File: config.mk
export PLATFORM = sky130hd
export DESIGN_NAME = writeback_unit
export DESIGN_NICKNAME = d
export VERILOG_FILES = /design/src/rtl/writeback_unit.sv
export SDC_FILE = /design/constraint.sdc
export NUM_CORES = 1
export LEC_CHECK = 0
export BUFFER_PORTS_ARGS = -buffer_cell sky130_fd_sc_hd__buf_4
export CORE_MARGIN = 3
export CORE_UTILIZATION = 30
export CTS_CLUSTER_DIAMETER = 100
export CTS_CLUSTER_SIZE = 40
export DETAILED_ROUTE_END_ITERATION = 7
export GPL_TIMING_DRIVEN = 1
export PLACE_DENSITY = 0.59
export SETUP_SLACK_MARGIN = 0.2
export SLEW_MARGIN = 20
export SYNTH_ARGS = -nofsm -noshare
export SYNTH_HDL_FRONTEND = slang
export SYNTH_SLANG_ARGS = --single-unit
export TNS_END_PERCENT = 10
File: constraint.sdc
create_clock -name clk -period 8.9 [get_ports clk]
set_clock_uncertainty 0.15 [all_clocks]
set_input_delay 1.78 -clock clk [delete_from_list [all_inputs] [get_ports clk]]
set_output_delay 1.78 -clock clk [all_outputs]
set_load 0.01 [all_outputs]
File: src/rtl/writeback_unit.sv
// Register-file write port: ALU/load arbitration, load queue, load scoreboard.
// Optional WB_LOAD_EXTEND_EN aligns and sign/zero-extends load data.
module writeback_unit #(
  parameter  int REG_COUNT = 16,
  parameter  int LQ_DEPTH  = 2,
  localparam int CW        = $clog2(LQ_DEPTH + 1),
  localparam int PW        = $clog2(LQ_DEPTH)
) (
  input  logic          clk,
  input  logic          reset,
  input  logic          alu_valid,
  input  logic [4:0]    alu_rd,
  input  logic [31:0]   alu_data,
  input  logic          ld_issue,
  input  logic [4:0]    ld_issue_rd,
  input  logic          ld_valid,
  output logic          ld_ready,
  input  logic [4:0]    ld_rd,
  input  logic [31:0]   ld_data,
  input  logic [2:0]    ld_funct3,
  input  logic [1:0]    ld_byte_off,
  input  logic [4:0]    rs1,
  input  logic [4:0]    rs2,
  output logic          hazard,
  output logic [4:0]    address_3,
  output logic [31:0]   write_data,
  output logic          write_enable,
  output logic [CW-1:0] lq_count
);

  logic [4:0]           r_q_rd   [LQ_DEPTH];
  logic [31:0]          r_q_data [LQ_DEPTH];
  logic [PW-1:0]        r_head;
  logic [PW-1:0]        r_tail;
  logic [CW-1:0]        r_count;
  logic [REG_COUNT-1:0] r_pend;
  logic                 r_we;
  logic                 r_wb_ld;
  logic [4:0]           r_addr;
  logic [31:0]          r_data;

  logic                 w_alu_ok;
  logic                 w_accept;
  logic                 w_empty;
  logic                 w_push;
  logic                 w_drain;
  logic                 w_lc_go;
  logic [4:0]           w_lc_rd;
  logic [31:0]          w_lc_data;
  logic                 w_lc_ok;
  logic [31:0]          w_ld_word;
  logic [REG_COUNT-1:0] w_set;
  logic [REG_COUNT-1:0] w_clr;
  logic                 w_hz;

  function automatic logic rd_ok(input logic [4:0] rd);
    return (rd != 5'd0) && (int'(rd) < REG_COUNT);
  endfunction

`ifdef WB_LOAD_EXTEND_EN
  function automatic logic [31:0] ld_ext(
    input logic [31:0] d,
    input logic [2:0]  f3,
    input logic [1:0]  off
  );
    logic [7:0]  b;
    logic [15:0] h;
    b = d[{off, 3'b000} +: 8];
    h = d[{off[1], 4'b0000} +: 16];
    unique case (f3)
      3'b000:  return {{24{b[7]}}, b};
      3'b001:  return {{16{h[15]}}, h};
      3'b100:  return {24'b0, b};
      3'b101:  return {16'b0, h};
      default: return d;
    endcase
  endfunction

  assign w_ld_word = ld_ext(ld_data, ld_funct3, ld_byte_off);
`else
  logic w_unused;
  assign w_unused  = ^{ld_funct3, ld_byte_off};
  assign w_ld_word = ld_data;
`endif

  assign ld_ready  = !reset && (r_count < CW'(LQ_DEPTH));
  assign w_alu_ok  = alu_valid && rd_ok(alu_rd);
  assign w_accept  = ld_valid && ld_ready;
  assign w_empty   = (r_count == '0);
  assign w_drain   = !w_alu_ok && !w_empty;
  // Empty queue with no ALU write: accepted load bypasses the queue.
  assign w_push    = w_accept && !(w_empty && !w_alu_ok);
  assign w_lc_go   = !w_alu_ok && (!w_empty || w_accept);
  assign w_lc_rd   = w_empty ? ld_rd : r_q_rd[r_head];
  assign w_lc_data = w_empty ? w_ld_word : r_q_data[r_head];
  assign w_lc_ok   = rd_ok(w_lc_rd);

  always_comb begin
    w_set = '0;
    w_clr = '0;
    w_hz  = 1'b0;
    for (int i = 1; i < REG_COUNT; i++) begin
      if (ld_issue && ld_issue_rd == 5'(i))
        w_set[i] = 1'b1;
      if (r_we && r_wb_ld && r_addr == 5'(i))
        w_clr[i] = 1'b1;
      if ((rs1 == 5'(i) || rs2 == 5'(i)) && r_pend[i])
        w_hz = 1'b1;
    end
  end

  always_ff @(posedge clk) begin
    if (reset) begin
      r_head  <= '0;
      r_tail  <= '0;
      r_count <= '0;
      r_pend  <= '0;
      r_we    <= 1'b0;
      r_wb_ld <= 1'b0;
      r_addr  <= '0;
      r_data  <= '0;
    end else begin
      // Set after clear so a reissue to the same rd stays pending.
      r_pend <= (r_pend & ~w_clr) | w_set;
      if (w_alu_ok) begin
        r_we    <= 1'b1;
        r_wb_ld <= 1'b0;
        r_addr  <= alu_rd;
        r_data  <= alu_data;
      end else if (w_lc_go) begin
        r_we    <= w_lc_ok;
        r_wb_ld <= w_lc_ok;
        if (w_lc_ok) begin
          r_addr <= w_lc_rd;
          r_data <= w_lc_data;
        end
      end else begin
        r_we    <= 1'b0;
        r_wb_ld <= 1'b0;
      end
      if (w_push) begin
        r_q_rd[r_tail]   <= ld_rd;
        r_q_data[r_tail] <= w_ld_word;
        r_tail           <= r_tail + PW'(1);
      end
      if (w_drain)
        r_head <= r_head + PW'(1);
      r_count <= r_count + CW'(w_push) - CW'(w_drain);
    end
  end

  assign hazard       = w_hz;
  assign address_3    = r_addr;
  assign write_data   = r_data;
  assign write_enable = r_we;
  assign lq_count     = r_count;

endmodule

======== Word-level counts from Yosys, hierarchy flattened ========
Memories as Yosys holds them, arrays and structs flattened. A register that Yosys moved wholly into a read port is not among the register bits.
Cells that the tools add are included.
word-level totals
  logic and storage cells ................. 224
  memories ................................ 2
  output and inout port bits .............. 42
  memory bits (writable) .................. 74
  bits in registers ....................... 59
memory list
  memory    words  bits a word  rd ports  clocked after Yosys merged registers in  wr ports  RTL line  text
  r_q_data  2      32           1         1                                        1         32        logic [31:0] r_q_data [LQ_DEPTH];
  r_q_rd    2      5            1         1                                        1         31        logic [4:0] r_q_rd [LQ_DEPTH];
cells by class
  equality and inequality tests ........... 60
  reduce and logical (&&, ||, !) cells .... 82
  bitwise operators ....................... 3
  $add $sub $neg .......................... 4
  muxes and demuxes ....................... 62
  order comparisons ....................... 3
operator list
  cell                   number
  $eq A5 B4 Y1 const B   32
  $mux W32               4
  $eq A5 B3 Y1 const B   16
  $logic_and A1 B1 Y1    55
  $mux W1                54
  $eq A5 B2 Y1 const B   8
  $eq A5 B1 Y1 const B   4
  $mux W5                4
  $and A16 B16 Y16       1
  $logic_or A1 B1 Y1     16
  $not A16 Y16           1
  $or A16 B16 Y16        1
  $lt A5 B5 Y1 const B   2
  $reduce_bool A5 Y1     2
  $logic_not A1 Y1       4
  $reduce_bool A2 Y1     2
  $add A1 B1 Y1 const B  2
  $add A2 B1 Y2          1
  $logic_not A2 Y1       1
  $lt A2 B2 Y1 const B   1
  $reduce_and A2 Y1      1
  $reduce_or A2 Y1       1
  $sub A2 B1 Y2          1

======== Longest topological paths before layout ========
Gate-level depths: netlist (run 1).
  depth after elaboration ................. 18
  mapped depth ............................ 10
  mapped depth without buffers ............ 8

======== Least setup slack after synthesis (run 1) ========
OpenSTA, ideal clock, no wires.
  kind .................................... input -> output
  start ................................... input port rs2[4]
  end ..................................... output port hazard
  required time ........................... 6.970 ns
  path buffers ............................ 0
  data arrival time ....................... 2.742 ns
  setup slack ............................. 4.228 ns
  cell stages on the path ................. 5
  cell sequence ........................... or3b_2 -> o22ai_1 -> a22o_1 -> a221oi_1 -> nand4_1
on the way
  longest elaborated chain between the ends .. 18
  elaborated cells between the ends (all ways) .. 60
  those cells by class .................... 15 x eq/ne; 15 x mux; 30 x reduce/logical
RTL lines
  element                RTL line  text
  start, declared        23        input logic [4:0] rs2,
  $eq A5 B1 Y1           107       if ((rs1 == 5'(i) || rs2 == 5'(i)) && r_pend[i])
  $logic_or A1 B1 Y1     107
  $logic_and A1 B1 Y1    107
  $mux W1 (14 in a row)  107
  $mux W1 (*)            107
  end, declared          24        output logic hazard,
Mark *: on every way between the ends. The rest lies on a longest branch, timed or not.

======== Worst setup path after layout (run 1) ========
Ends and elaborated chain as after synthesis.

==> impl_metrics.toml, run 1 <==
[power]
vdd_drop_max_mv = 0.168
seqPwrFrac_pct = 37.2
clock_power_share_pct = 32.0
power.density_nw_per_um2 = 270
internal_power_uw = 1390
p_sw_uw = 700
p_sw_share_pct = 33.5
p_leak_uw = 0.00274
power_frac_comb_pct = 30.9

[setup_path]
timing.rr.start = "lq_count[1]$_SDFF_PP0_"
critPathSlowestCell = "or3b_2"
r2r_setup_slack_ps = 5660
startpoint_type = "input port"
cp_data_required_time_ps = 6970
path_max_fanout = 4
crit_chain = "buf_4 -> or3b_2 -> o22ai_1 -> a22o_1 -> a221oi_1 -> nand4_1 -> buf_4"
cp_slowest_stage_delay_ps = 530
r2r_end = "write_data[1]$_SDFFE_PP0P_"
crit_type = "in2out"
cp-end-kind = "output port"
crit_path_frequent_cell = "buf_4"
crit_start = "rs2[4]"
reg2regPathDepth = 6
crit_arrival_ps = 3090
critPathCapture = "hazard"

[sta]
fmax_mhz = 199
finalSetupTns_ps = 0
slew_headroom_pct = 47.2
fin_crit_sh_pct = 56.4
slew_viol_final = 0
finalHoldViolCount = 0
rsz0062_at_grt = "false"
setup_viol = 0
tightest_slew_ps = 792
finalCriticalPeriod_ps = 5020

[clock_network]
cts-root-buf = "clkbuf_16"
numCtsBuffers = 17
postCtsSetupBuffers = 0
clk_latency_ps = 410
holdBufCountCts = 0
cts_resized = 0
cts-htree-levels = 4
cts.reportedPaths.clkPinSlew_ps = 60
cts_tree = "yes"
cts.sinks = 133
clockBufferDepth = 2

[synthesis]
synth_cells = 518
ys_types = 46
ys_seq_area_share_pct = 57.3
ys_async_sr_fraction_pct = 0
syn_area_per_cell_um2 = 11.5
ys_ff_latch = 133
synth_edf_count = 74
synth-main-ff-cell = "edfxtp_1"
ys_warn_count = 0
synth_nets = 619
synthesis.area_um2 = 5940

[detailed_routing]
wire_per_inst_um = 16.6
wirelength_mm = 15.2
drt_iter0_markers = 218
drtAntennaViolNets = 0
route.detailed.drc = 0
viasPerCell = 4.96
drt-pass1-iter-count = 5
vias = 4551

[global_routing]
grt_use_met1_pct = 18.0
grtUsageMet3_pct = 4.81
grt_max_degree = 67
grt_overflow_total = 0
grt-busiest-layer = "met2"
globalRouteTotalUtil_pct = 14.2
antenna_found_initial = 0
grt_pass1_vias = 4658
grt_pass1_wl_mm = 24.6
grt_use_met2_pct = 22.7

[cells_and_area]
nets = 745
final_common_cell = "buf_4"
drive_above_1_share_pct = 33.5
n_antenna_cell = 0
area_growth_pct = 30.1
final_cell_mix = "141 x buf_4, 74 x edfxtp_1, 70 x nand2_1"
fin_area_um2 = 7730

[status]
status = "complete, no violations"

[worst_hold_path]
hold_start = "write_data[12]$_SDFFE_PP0P_"
hp-class = "reg2reg"

[run]
drv_cap = 0

[placed_design]
port-buffer-count = 135
routabilityCongestion = 0.918
hpwlAfterDp_mm = 10.4
placed_area_um2 = 7170

[floorplanning]
rows = 50
start_util_pct = 31.1
core_area_um2 = 19100
die_area_um2 = 21500
die-width_um = 147
ios = 141
dieHeight_um = 147
-- Yosys cell counts (all sizes together) (5+ instances only) --
library cell	number	share of area, %
nand2	80	5.5
edfxtp	74	37
dfxtp	59	20
nor2	47	3.0
mux2i	37	6.2
o211ai	33	4.3
a311oi	32	6.6
a21oi	20	1.9
buf	19	2.5
clkbuf	16	1.0
o21ai	15	1.3
o22ai	15	1.6
nor3	9	0.76
a221oi	7	1.0
nand2b	6	0.63
nor2b	5	0.53
or3b	5	0.74
-- how the worst min path moves through the flow --
stage	endpoint	slack, ps	cells past startpoint
floorplan	r_pend[7]$_SDFF_PP0_	300	2
global placement	write_data[1]$_SDFFE_PP0P_	320	2
detailed placement	write_data[12]$_SDFFE_PP0P_	320	2
CTS	r_pend[7]$_SDFF_PP0_	340	2
global route	write_data[10]$_SDFFE_PP0P_	360	2
finish	write_data[12]$_SDFFE_PP0P_	330	2
-- layer usage --
metal	routed length, um	part of all wire, %	vias up
li1	-	-	2232
met4	215	1.4	0
met3	1210	8.0	20
met5	0	0	-
met1	6670	44	2142
met2	7100	47	157
-- through the flow --
step	std cells	util, %	setup slack, ps	power (uW)	hold slack [ps]
after floorplan	518	-	4230	1250	303
after global placement	884	37.4	3940	1430	319
after detailed placement	885	37.6	3930	1440	324
after CTS	917	40.5	3930	2120	335
after global routing	917	40.5	3860	2210	355
final	917	40.5	3880	2090	333
-- flip-flops by register name, summed over array words and instances, names as in the netlist, named ones only --
register,cells
lq_count,2
write_enable,1
r_pend,15
r_q_rd,10
r_wb_ld,1
write_data,32
r_q_data,64
r_head,1
address_3,5
r_tail,1
-- power groups by stage --
stage | Combinational [uW] | Sequential [uW] | Clock [uW]
after floorplan | 459 | 791 | 0
after global placement | 648 | 786 | 0
after detailed placement | 652 | 788 | 0
after CTS | 658 | 777 | 684
after global routing | 711 | 785 | 709
final | 645 | 777 | 668
-- critical path, delay by kind of cell --
kind,cells,cell delay (ps)
buf+inv,2,250
compound gates,3,410
simple gates,2,650
-- final cells by class --
class | instances | area (um2)
sequential | 133 | 3400
inverter | 2 | 7.51
clock buffer | 17 | 425
tap | 260 | 325
clock inverter | 15 | 140
timing repair buffer | 142 | 1080
fill | 1845 | 11300
multi-input combinational | 348 | 2350
-- cells by family after synthesis --
kind of cell               after synthesis  synth area share [%]
buffers and inverters                   37                  3.62
adders and majority gates                2                 0.421
DFF                                    133                  57.3
AOI/OAI and AO/OA                      129                  18.0
and+or+nand+nor                        176                  13.9
muxes                                   37                  6.23
xor gates and xnor gates                 4                 0.590
Note: power is estimated with default switching activity, not from simulation.
==> run 2: changes to the inputs <==
==> constraint.sdc (replaced) <==
create_clock -name clk -period 4.74 [get_ports clk]
set_clock_uncertainty 0.15 [all_clocks]
set_input_delay 0.948 -clock clk [delete_from_list [all_inputs] [get_ports clk]]
set_output_delay 0.948 -clock clk [all_outputs]
set_load 0.01 [all_outputs]
==> run 2 against run 1 <==
  * Final cell count did not move
  * Sequential share of layout area decreased by 0.30 points
  * Combinational power is 89% higher
  * Non-clock buffer count did not move
  * Largest cell class unchanged
==> impl_metrics.toml, run 2 (synthesis results as in run 1) <==
[status]
status = "complete, no violations"

[global_routing]
antenna_found_initial = 0
grt_pass1_vias = 4650
grt_pass1_wl_mm = 24.6
grt_overflow_total = 0
grt_max_degree = 70
globalRouteTotalUtil_pct = 14.4

[cells_and_area]
nets = 745
largest_register_ffs = 64
finish.utilization_pct = 40.8
fillers = 1846
regMostFlops = "r_q_data"
final_common_cell = "buf_4"
area_growth_pct = 31.0
final_cell_mix = "142 x buf_4, 74 x edfxtp_1, 70 x nand2_1"
drive_above_1_share_pct = 33.9
n_antenna_cell = 0

[sta]
setup_viol = 0
finalSetupTns_ps = 0
fmax_mhz = 300
rsz0062_at_grt = "false"
slew_headroom_pct = 45.7
slew_viol_final = 0
hold_slack_ps = 329
tightest_slew_ps = 814
fin_crit_sh_pct = 70.3
finalCriticalPeriod_ps = 3330
finalHoldViolCount = 0

[clock_network]
postCtsSetupBuffers = 0
cts-htree-levels = 4
cts-root-buf = "clkbuf_16"
cts_resized = 0
cts.reportedPaths.clkPinSlew_ps = 60
holdBufCountCts = 0
cts.sinks = 133
numCtsBuffers = 17
clockBufferDepth = 2
cts_tree = "yes"
clk_latency_ps = 410

[setup_path]
crit_chain = "buf_4 -> or3b_2 -> o22ai_1 -> a22o_1 -> a221oi_1 -> nand4_1 -> buf_4"
reg2regPathDepth = 6
crit_path_frequent_cell = "buf_4"
critPathSlowestCell = "or3b_2"
startpoint_type = "input port"
crit_buf_inv = 2
cp.depth = 7
r2r_end = "write_data[18]$_SDFFE_PP0P_"
r2r_setup_slack_ps = 1710
crit_start = "rs2[4]"
critPathCapture = "hazard"
timing.rr.start = "lq_count[1]$_SDFF_PP0_"
cp-end-kind = "output port"
crit_arrival_ps = 2240
cp_slowest_stage_delay_ps = 520
crit_type = "in2out"
cp_data_required_time_ps = 3640
critical-path-top-delay-family = "simple AND/OR/NAND/NOR gates"
path_max_fanout = 4

[power]
vdd_drop_max_mv = 0.257
power.density_nw_per_um2 = 522
p_leak_uw = 0.00278

[detailed_routing]
wire_per_inst_um = 16.9
drt_iter0_markers = 230
vias = 4565
route.detailed.drc = 0
drt-pass1-iter-count = 4
viasPerCell = 4.98
drtAntennaViolNets = 0
wirelength_mm = 15.5

[placed_design]
hpwlAfterDp_mm = 10.5
port-buffer-count = 135
routabilityCongestion = 0.889

[floorplanning]
start_util_pct = 31.1
dieHeight_um = 147
ios = 141
rows = 50
die-width_um = 147
core_area_um2 = 19100
die_area_um2 = 21500

[worst_hold_path]
hp-class = "reg2reg"
min_path_cells = 2

[run]
drv_cap = 0
run 2: cell count changes in the layout (fill, tap and decap cells not counted), sizes merged:
| cell | delta |
|---|---|
| inv | +2 |
| bufinv | +2 |
| clkinv | -1 |
| clkinvlp | -3 |
run 2: worst min path at each step:
stage                     slack (ps)                          to                        from
after floorplan                  300        r_pend[7]$_SDFF_PP0_        r_pend[7]$_SDFF_PP0_
after global placement           320       r_pend[13]$_SDFF_PP0_       r_pend[13]$_SDFF_PP0_
after detailed placement         320       r_pend[13]$_SDFF_PP0_       r_pend[13]$_SDFF_PP0_
after CTS                        330       r_pend[13]$_SDFF_PP0_       r_pend[13]$_SDFF_PP0_
after global routing             340  write_data[5]$_SDFFE_PP0P_  write_data[5]$_SDFFE_PP0P_
final                            330  write_data[6]$_SDFFE_PP0P_  write_data[6]$_SDFFE_PP0P_
run 2: per-stage QoR:
stage          instance area [um2]  instances  setup slack, ps  power [uW]
2_1_floorplan                 5940        518             1020        2350
6_report                      7780        917             1410        4060
5_1_grt                       7780        917             1320        4270
3_5_place_dp                  7150        885             1420        2720
3_3_place_gp                  7150        885             1430        2700
4_1_cts                       7780        917             1430        4120
run 2: layout make-up:
class	count	area [um2]	share of cell area, %
Clock buffer	17	425	5.47
Clock inverter	15	205	2.64
Inverter	2	7.51	0.0964
Multi-Input combinational cell	348	2350	30.2
Sequential cell	133	3400	43.7
Tap cell	260	325	4.18
Timing Repair Buffer	142	1070	13.7
run 2: layer usage:
layer  track usage (%)  share of wire (%)  vias to the layer above  wire (um)
met5                 0                  0                        -          0
met4              5.27                1.5                        0        237
met3              5.09                8.1                       20       1260
met2              23.0                 46                      164       7140
met1              17.9                 44                     2158       6860
li1                  -                  -                     2223          -
run 2: worst register-to-register path, cell delays in order, from the launching register on:
cell and delay [ps]:
dfxtp_1 500, or2_2 270, buf_4 570, a21oi_2 190
o41a_2 720, o211ai_1 330, a311oi_2 140
run 2: power by group:
part | internal [uW] | switching [uW]
Combinational | 483 | 736
Sequential | 1360 | 94.7
Clock | 883 | 503
